`config.mk`:
```
export PLATFORM = sky130hd
export DESIGN_NAME = stopwatch_timer
export DESIGN_NICKNAME = d
export VERILOG_FILES = /design/src/rtl/stopwatch_pkg.sv /design/src/rtl/button_debounce.sv /design/src/rtl/stopwatch_timer.sv
export SDC_FILE = /design/constraint.sdc
export NUM_CORES = 1
export LEC_CHECK = 0
export ABC_CLOCK_PERIOD_IN_PS = 2080
export CAP_MARGIN = 40
export CORE_MARGIN = 2
export CORE_UTILIZATION = 54
export CTS_CLUSTER_DIAMETER = 40
export CTS_CLUSTER_SIZE = 8
export DETAILED_ROUTE_END_ITERATION = 7
export GPL_ROUTABILITY_DRIVEN = 0
export PLACE_DENSITY = 0.84
export SYNTH_ARGS = -nofsm -noshare
export SYNTH_HDL_FRONTEND = slang
export SYNTH_SLANG_ARGS = --single-unit
```
`constraint.sdc`:
```
create_clock -name clkin -period 2.08 [get_ports clkin]
set_clock_uncertainty 0.1 [all_clocks]
set_input_delay 0.312 -clock clkin [delete_from_list [all_inputs] [get_ports clkin]]
set_output_delay 0.312 -clock clkin [all_outputs]
set_load 0.05 [all_outputs]
```
`src/rtl/stopwatch_pkg.sv`:
```
// Shared types and constants for the stopwatch_timer slice.
//   state_t    : stopwatch FSM states (IDLE/RUN/PAUSE)
//   bcd_t      : one BCD digit
//   sw_time_t  : MM:SS.cc display value as six packed BCD digits
//   time_inc() : one-centisecond BCD increment with full carry cascade
//                (59:59.99 wraps to 00:00.00)
package stopwatch_pkg;

   typedef enum logic [1:0] {
      IDLE  = 2'd0,
      RUN   = 2'd1,
      PAUSE = 2'd2
   } state_t;

   typedef logic [3:0] bcd_t;

   typedef struct packed {
      bcd_t min_tens;
      bcd_t min_ones;
      bcd_t sec_tens;
      bcd_t sec_ones;
      bcd_t centi_tens;
      bcd_t centi_ones;
   } sw_time_t;

   localparam bcd_t     DIGIT_MAX           = 4'd9;
   localparam bcd_t     SEC_MAX_TENS        = 4'd5;
   localparam int       DEB_SAMPLES_DEFAULT = 4;
   localparam sw_time_t TIME_MAX            = sw_time_t'(24'h595999);

   // Every digit carry resolves in one call, so the whole cascade lands
   // in the same clock cycle as the centisecond tick.
   function automatic sw_time_t time_inc(input sw_time_t t);
      sw_time_t r;
      r = t;
      if (t.centi_ones != DIGIT_MAX) r.centi_ones = t.centi_ones + 4'd1;
      else begin
         r.centi_ones = '0;
         if (t.centi_tens != DIGIT_MAX) r.centi_tens = t.centi_tens + 4'd1;
         else begin
            r.centi_tens = '0;
            if (t.sec_ones != DIGIT_MAX) r.sec_ones = t.sec_ones + 4'd1;
            else begin
               r.sec_ones = '0;
               if (t.sec_tens != SEC_MAX_TENS) r.sec_tens = t.sec_tens + 4'd1;
               else begin
                  r.sec_tens = '0;
                  if (t.min_ones != DIGIT_MAX) r.min_ones = t.min_ones + 4'd1;
                  else begin
                     r.min_ones = '0;
                     if (t.min_tens != SEC_MAX_TENS) r.min_tens = t.min_tens + 4'd1;
                     else                            r.min_tens = '0;
                  end
               end
            end
         end
      end
      return r;
   endfunction

endpackage

```
`src/rtl/button_debounce.sv`:
```
// Push-button conditioner: 2-flop synchroniser, consecutive-sample
// debounce counter and a one-cycle press pulse on a stable 0->1 change.
// Ports:
//   clkin     : system clock
//   rst_n     : synchronous active-low reset
//   raw       : asynchronous button level, 1 = pressed
//   sample_en : one-cycle debounce sample strobe
//   press     : one-cycle pulse when the stable level rises
module button_debounce
   import stopwatch_pkg::*;
#(
   parameter int DEB_SAMPLES = DEB_SAMPLES_DEFAULT
) (
   input  logic clkin,
   input  logic rst_n,
   input  logic raw,
   input  logic sample_en,
   output logic press
);

   logic [1:0] sync_q;
   logic       stable_q;
   logic [3:0] count_q;

   // NOTE: sequential state uses non-blocking assignments so every flop
   // samples the pre-edge values regardless of statement order.
   always_ff @(posedge clkin) begin
      if (!rst_n) begin
         sync_q   <= '0;
         stable_q <= 1'b0;
         count_q  <= '0;
         press    <= 1'b0;
      end else begin
         sync_q <= {sync_q[0], raw};
         press  <= 1'b0;
         if (sample_en) begin
            if (sync_q[1] != stable_q) begin
               if (count_q == 4'(DEB_SAMPLES - 1)) begin
                  stable_q <= sync_q[1];
                  count_q  <= '0;
                  press    <= sync_q[1];  // release produces no pulse
               end else begin
                  count_q <= count_q + 4'd1;
               end
            end else begin
               count_q <= '0;
            end
         end
      end
   end

endmodule

```
`src/rtl/stopwatch_timer.sv`:
```
// BCD MM:SS.cc stopwatch with start/stop/clear FSM.
// Optional lap-hold feature enabled by defining STOPWATCH_LAP_EN.
// Ports:
//   clkin          : system clock
//   rst_n          : synchronous active-low reset
//   tick_mili      : 1 ms square wave, one event per rising edge
//   tick_debounce  : debounce sample square wave, one event per rising edge
//   btn_startstop  : raw start/stop button
//   btn_clear      : raw clear button
//   centi_bcd      : centiseconds, two BCD digits
//   sec_bcd        : seconds, two BCD digits
//   min_bcd        : minutes, two BCD digits
//   running        : high while in RUN
//   overflow       : sticky, set on rollover past 59:59.99
//   btn_lap        : (STOPWATCH_LAP_EN) raw lap button
//   lap_active     : (STOPWATCH_LAP_EN) display frozen on lap snapshot
module stopwatch_timer
   import stopwatch_pkg::*;
#(
   parameter int DEB_SAMPLES  = DEB_SAMPLES_DEFAULT,
   parameter int MS_PER_CENTI = 10
) (
   input  logic       clkin,
   input  logic       rst_n,
   input  logic       tick_mili,
   input  logic       tick_debounce,
   input  logic       btn_startstop,
   input  logic       btn_clear,
   output logic [7:0] centi_bcd,
   output logic [7:0] sec_bcd,
   output logic [7:0] min_bcd,
   output logic       running,
   output logic       overflow
`ifdef STOPWATCH_LAP_EN
   ,
   input  logic       btn_lap,
   output logic       lap_active
`endif
);

   localparam int PW = (MS_PER_CENTI > 1) ? $clog2(MS_PER_CENTI) : 1;

   // Two synchroniser flops plus one history flop per tick input.
   logic [2:0] ms_sh;
   logic [2:0] deb_sh;
   logic       ms_stb;
   logic       deb_stb;

   logic       start_press;
   logic       clear_press;

   state_t     state_q, state_d;
   sw_time_t   time_q, time_d;
   logic [PW-1:0] presc_q, presc_d;
   logic       ovf_d;
   logic       centi_tick;
   logic       wrap;
   logic       do_clear;
   sw_time_t   shown;

   assign ms_stb  = ms_sh[1]  & ~ms_sh[2];
   assign deb_stb = deb_sh[1] & ~deb_sh[2];

   button_debounce #(.DEB_SAMPLES(DEB_SAMPLES)) u_deb_start (
      .clkin     (clkin),
      .rst_n     (rst_n),
      .raw       (btn_startstop),
      .sample_en (deb_stb),
      .press     (start_press)
   );

   button_debounce #(.DEB_SAMPLES(DEB_SAMPLES)) u_deb_clear (
      .clkin     (clkin),
      .rst_n     (rst_n),
      .raw       (btn_clear),
      .sample_en (deb_stb),
      .press     (clear_press)
   );

   assign centi_tick = (state_q == RUN) && ms_stb && (presc_q == PW'(MS_PER_CENTI - 1));
   assign wrap       = centi_tick && (time_q == TIME_MAX);
   assign do_clear   = clear_press && (state_q != RUN);

   // NOTE: every signal written here gets a default first, so no path
   // leaves it unassigned and no latch is inferred.
   always_comb begin
      state_d = state_q;
      time_d  = time_q;
      presc_d = presc_q;
      ovf_d   = overflow;

      unique case (state_q)
         IDLE:    if (!clear_press && start_press) state_d = RUN;
         RUN:     if (wrap || start_press)         state_d = PAUSE;
         PAUSE: begin
            if (clear_press)      state_d = IDLE;
            else if (start_press) state_d = RUN;
         end
         default: state_d = IDLE;
      endcase

      if (do_clear) begin
         time_d  = '0;
         presc_d = '0;
         ovf_d   = 1'b0;
      end else if ((state_q == RUN) && ms_stb) begin
         // The strobe is counted even when a start press pauses this cycle.
         if (centi_tick) begin
            presc_d = '0;
            time_d  = time_inc(time_q);
            if (wrap) ovf_d = 1'b1;
         end else begin
            presc_d = presc_q + PW'(1);
         end
      end
   end

   always_ff @(posedge clkin) begin
      if (!rst_n) begin
         ms_sh    <= '0;
         deb_sh   <= '0;
         state_q  <= IDLE;
         time_q   <= '0;
         presc_q  <= '0;
         overflow <= 1'b0;
      end else begin
         ms_sh    <= {ms_sh[1:0], tick_mili};
         deb_sh   <= {deb_sh[1:0], tick_debounce};
         state_q  <= state_d;
         time_q   <= time_d;
         presc_q  <= presc_d;
         overflow <= ovf_d;
      end
   end

   assign running = (state_q == RUN);

`ifdef STOPWATCH_LAP_EN
   logic     lap_press;
   logic     lap_q;
   sw_time_t snap_q;

   button_debounce #(.DEB_SAMPLES(DEB_SAMPLES)) u_deb_lap (
      .clkin     (clkin),
      .rst_n     (rst_n),
      .raw       (btn_lap),
      .sample_en (deb_stb),
      .press     (lap_press)
   );

   // Any exit from RUN (pause, rollover, clear) drops the lap hold.
   always_ff @(posedge clkin) begin
      if (!rst_n) begin
         lap_q  <= 1'b0;
         snap_q <= '0;
      end else if (state_d != RUN) begin
         lap_q <= 1'b0;
      end else if ((state_q == RUN) && lap_press) begin
         lap_q  <= ~lap_q;
         snap_q <= time_q;
      end
   end

   assign lap_active = lap_q;
   assign shown      = lap_q ? snap_q : time_q;
`else
   assign shown = time_q;
`endif

   assign centi_bcd = {shown.centi_tens, shown.centi_ones};
   assign sec_bcd   = {shown.sec_tens,   shown.sec_ones};
   assign min_bcd   = {shown.min_tens,   shown.min_ones};

endmodule

```
* Word level (Yosys, flattened, before mapping)
Cells that the tools add are included.
** Cells by class
- $add $sub $neg :: 9
- Equality and inequality tests :: 18
- Multiplexer cells :: 16
- Bitwise logic cells :: 10
- Reductions and logical operators :: 21
** Operators by type and width (number)
- 2-to-1 mux 4 bit :: 11
- adder 4 x 1 -> 4 bit, second input constant :: 9
- equality test 24 x 23 -> 1 bit, second input constant :: 1
- != test 4 bit, second input constant :: 4
- AND reduction 3 bit :: 5
- AND reduction 4 bit :: 3
- equality test 4 x 2 -> 1 bit, second input constant :: 2
- 2-to-1 mux 2 bit :: 4
- != test 4 x 3 -> 1 bit, second input constant :: 2
- inverter 1 bit :: 8
- AND reduction 7 bit :: 1
- one-hot mux 2 bit (3 select lines) :: 1
- AND reduction 6 bit :: 1
- logical AND 1 bit :: 5
- AND reduction 5 bit :: 1
- equality test 4 bit, second input constant :: 1
- != test 2 x 1 -> 1 bit, second input constant :: 2
- != test 3 x 1 -> 1 bit, second input constant :: 1
- bitwise AND 1 bit :: 2
- equality test 2 x 1 -> 1 bit, second input constant :: 1
- equality test 2 bit, second input constant :: 1
- zero test 2 bit :: 1
- != test 1 bit :: 2
- != test 2 bit, second input constant :: 1
- 4 further kinds :: 4
** Storage, ports and cells
- Bits in registers :: 53
- Input port bits :: 6
- Output and inout bits :: 26
- Logic and storage cells :: 93

* Logic depth before layout (Yosys ltp)
- Word-level depth :: 8
- Mapped depth :: 8
- Depth with buffers taken out :: 6

* Cells and area by module
From an unflattened synthesis, not the netlist that was laid out.
** Second synthesis, totals
- Cells, all modules :: 286
- Area, all modules :: 2542.4 um^2
** By module, submodules not included
- stopwatch_timer :: times used 1, cells each 216, area each 1821.7 um^2, sequential area each 740.7 um^2
- button_debounce :: times used 2, cells each 35, area each 360.3 um^2, sequential area each 160.2 um^2

* Least setup slack after synthesis
No wires, ideal clock.
- Path kind :: reg2reg
- From :: register time_q, in the netlist centi_bcd[0]
- To :: register time_q, in the netlist min_bcd[6]
- Library setup time :: 70 ps
- Arrival time :: 1904 ps
- Required time :: 1910 ps
- Setup slack :: 6 ps
- Stages on the path, launching flop included :: 6
- Path buffers :: 1
- Clock period less this slack :: 2074 ps
- Cells stage by stage :: dfxtp_1 and4bb_4 nand4_4 buf_6 or4b_1 a21oi_1
** On the way
- Word-level cells in the longest chain between the ends :: 3
** Ends and longest elaborated chain
- start, declared :: RTL line stopwatch_timer.sv:53 : sw_time_t time_q, time_d;
- start signal, assigned :: RTL line stopwatch_timer.sv:130 : time_q <= time_d;
- != test 4 bit :: RTL line stopwatch_pkg.sv:36 : if (t.centi_ones != DIGIT_MAX) r.centi_ones = t.centi_ones + 4'd1;
- inverter 1 bit (no source line)
- AND reduction 7 bit (no source line)
No other way between the ends.
A chain may end at the register's enable or synchronous reset.

* Final worst setup path
- From :: register time_q, in the netlist sec_bcd[3]
- To :: output sec_bcd[3]
** RTL lines
- end, declared :: RTL line stopwatch_timer.sv:30 : output logic [7:0] sec_bcd,
No word-level cell between the ends.

==> results.json <==
{
  "power_mw": 1.691,
  "dp_hpwl_mm": 3.551,
  "ir_worst_vdd_v": 0.0004862,
  "numCtsBuffers": 5,
  "status": "complete, no violations",
  "htreeDepth": 2,
  "drcViolationCount": 0,
  "worstPathArrival_ns": 1.60,
  "maxSlewHeadroom_pct": 65.43,
  "clk_pin_slew_worst_paths_ns": 0.08,
  "die_y_um": 71.67,
  "antenna_found_initial": 0,
  "coreArea_um2": 4384,
  "cts_buffer_depth": 2,
  "viasPerCell": 5.924,
  "die-area_um2": 5136,
  "ys_seq_area_share_pct": 42.91,
  "worstSetupEndpointType": "primary output",
  "p_leak_nw": 1.092,
  "max_cap_viol_count": 0,
  "synth-seq-cells": 53,
  "timing.critical_path.buf_inv": 1,
  "worstPathMaxFanout": 8,
  "grt.overflow.total": 0,
  "cellPowerDensity_nw_per_um2": 571.2,
  "whs_ns": 0.3414,
  "yosysWarningCount": 0,
  "track_usage_pct": 20.12,
  "nets": 326,
  "synth_edf_count": 0,
  "critPathTopFamily": "buffers and inverters",
  "worstSetupPathType": "reg -> out",
  "synth_top_cell_area_share_pct": 42.91,
  "ctsHoldBuffers": 0,
  "rows": 24,
  "yosysTopAreaCell": "dfxtp_1",
  "numPortBuffers": 31,
  "grt_pass1_vias": 1861,
  "grt_max_degree": 26,
  "worstSkewPairLatency_ns": 0.31,
  "wl_per_cell_um": 13.71,
  "fill_cells": 367,
  "antenna_cells": 0,
  "critPathLaunchType": "register",
  "report.final.slew_viol_count": 0,
  "drt_first_pass_iters": 4,
  "r2r_setup_slack_ns": 0.11,
  "hold_viol": 0,
  "final_cell_mix": "dfxtp_1, a21oi_1, clkdlybuf4s50_1",
  "yosysUniqueCellTypes": 47,
  "synthCells": 279,
  "max_clock_freq_ghz": 0.4960,
  "synthTopCellsByArea": "dfxtp_1, a21oi_1, and2_1, nand3_1, nand2_1",
  "ant_nets": 0,
  "vias": 2186,
  "rsz0062_at_grt": "false",
  "finalSetupTns_ns": 0,
  "start_util_pct": 56.39,
  "final_util_pct": 67.52,
  "worstPathRequired_ns": 1.67,
  "cts_num_sinks": 53,
  "syn-num-nets": 289,
  "clockRootBuffer": "clkbuf_8",
  "period_needed_ns": 2.016,
  "crit_path_cell_trace": "clkdlybuf4s50_1",
  "period_share_pct": 96.93,
  "tritoncts": "built",
  "die_w_um": 71.67,
  "syn_to_final_growth_pct": 19.74,
  "hold_path_class": "reg -> reg",
  "worstMarginPinSlew_ns": 0.5169,
  "setup_viol": 0,
  "cp_slowest_cell": "clkdlybuf4s50_1",
  "num_io_pins": 32,
  "syn_avg_cell_area_um2": 8.862,
  "grt_pass1_wl_mm": 8.217,
  "wl_mm": 5.058,
  "mostFrequentLayoutCell": "dfxtp_1",
  "cpPeakStageDelay_ns": 0.85,
  "drive_above_1_share_pct": 9.464,
  "netlist_area_um2": 2472,
  "drt_iter0_markers": 109,
  "ys.flop_type": "dfxtp_1",
  "async_flop_share_pct": 0
}
-- cell families after synthesis --
family	Yosys count	share of synthesized area, %
AND/OR/NAND/NOR	125	31.88
XOR/XNOR	8	2.834
flip-flops	53	42.92
buffers and inverters	21	3.796
multiplexers	1	0.4554
AO/OA/AOI/OAI	67	16.09
adder cells (fa/ha/maj)	4	2.024
-- cell usage after synthesis, types with 3 or more instances --
master and count:
nor3_1 7, nand4b_1 4, nand2b_1 7, or3_1 6, clkbuf_1 11, a31oi_1 3, a21oi_1 34, or4_1 7
nand3b_1 3, ha_1 4, nand2_1 17, o21ai_0 12, nor2_1 13, dfxtp_1 53, xor2_1 5, nor2b_1 10
nand3_1 13, o31ai_1 7, xnor2_1 3, and2_1 12, nand4_1 4, inv_1 8
-- registers in the layout, summed over array words and instances, names as in the netlist --
name	count
u_deb_clear.press	1
ms_sh	3
u_deb_clear.stable_q	1
overflow	1
u_deb_clear.count_q	4
u_deb_start.stable_q	1
sec_bcd	8
centi_bcd	8
u_deb_start.press	1
deb_sh	3
u_deb_clear.sync_q	2
u_deb_start.sync_q	2
u_deb_start.count_q	4
min_bcd	8
presc_q	4
state_q	2
-- path summary, 6_finish.rpt --
check	startpoint	end	depth (start not counted)
max	sec_bcd[3]$_SDFFE_PP0P_	sec_bcd[3]	1
min	deb_sh[0]$_SDFF_PN0_	deb_sh[1]$_SDFF_PN0_	1
max reg2reg	centi_bcd[2]$_SDFFE_PP0P_	min_bcd[4]$_SDFFE_PP0P_	4
min reg2reg	deb_sh[0]$_SDFF_PN0_	deb_sh[1]$_SDFF_PN0_	1
-- through the flow --
step / setup WS (ns) / area [um2] / instances
2_1_floorplan: 0.005944 / 2472 / 279
3_3_place_gp: 0.2044 / 2872 / 361
3_5_place_dp: 0.1419 / 2872 / 361
4_1_cts: 0.005942 / 2952 / 369
5_1_grt: 0.001666 / 2960 / 369
6_report: 0.06377 / 2960 / 369
-- metal layers --
metal / track usage, % / up-vias / wire, um / part of all wire [%]
met5: 0 / - / 0 / 0
met4: 9.015 / 0 / 86 / 1.7
met3: 4.501 / 6 / 217 / 4.3
met2: 33.33 / 53 / 2452 / 48
met1: 25.04 / 1035 / 2302 / 46
li1: - / 1092 / - / -
-- cell type report --
cell class / count / area (um2) / area share (%)
Inverter: 8 / 30.03 / 1.014
Tap cell: 52 / 65.06 / 2.198
Clock buffer: 8 / 80.08 / 2.705
Timing Repair Buffer: 43 / 405.4 / 13.69
Multi-Input combinational cell: 205 / 1318 / 44.51
Sequential cell: 53 / 1062 / 35.88
-- power by group --
part           total (mW)  internal, mW  switching (mW)
sequential           1.04          1.03          0.0111
combinational      0.0941        0.0421          0.0520
clock               0.560         0.240           0.320
-- repair_timing --
action | 4_1_cts | 5_1_grt
setup buffers | 0 | 0
resized for setup | 0 | 4
endpoints found under the setup margin | 0 | 7
Power figures use the tool's default switching activity.
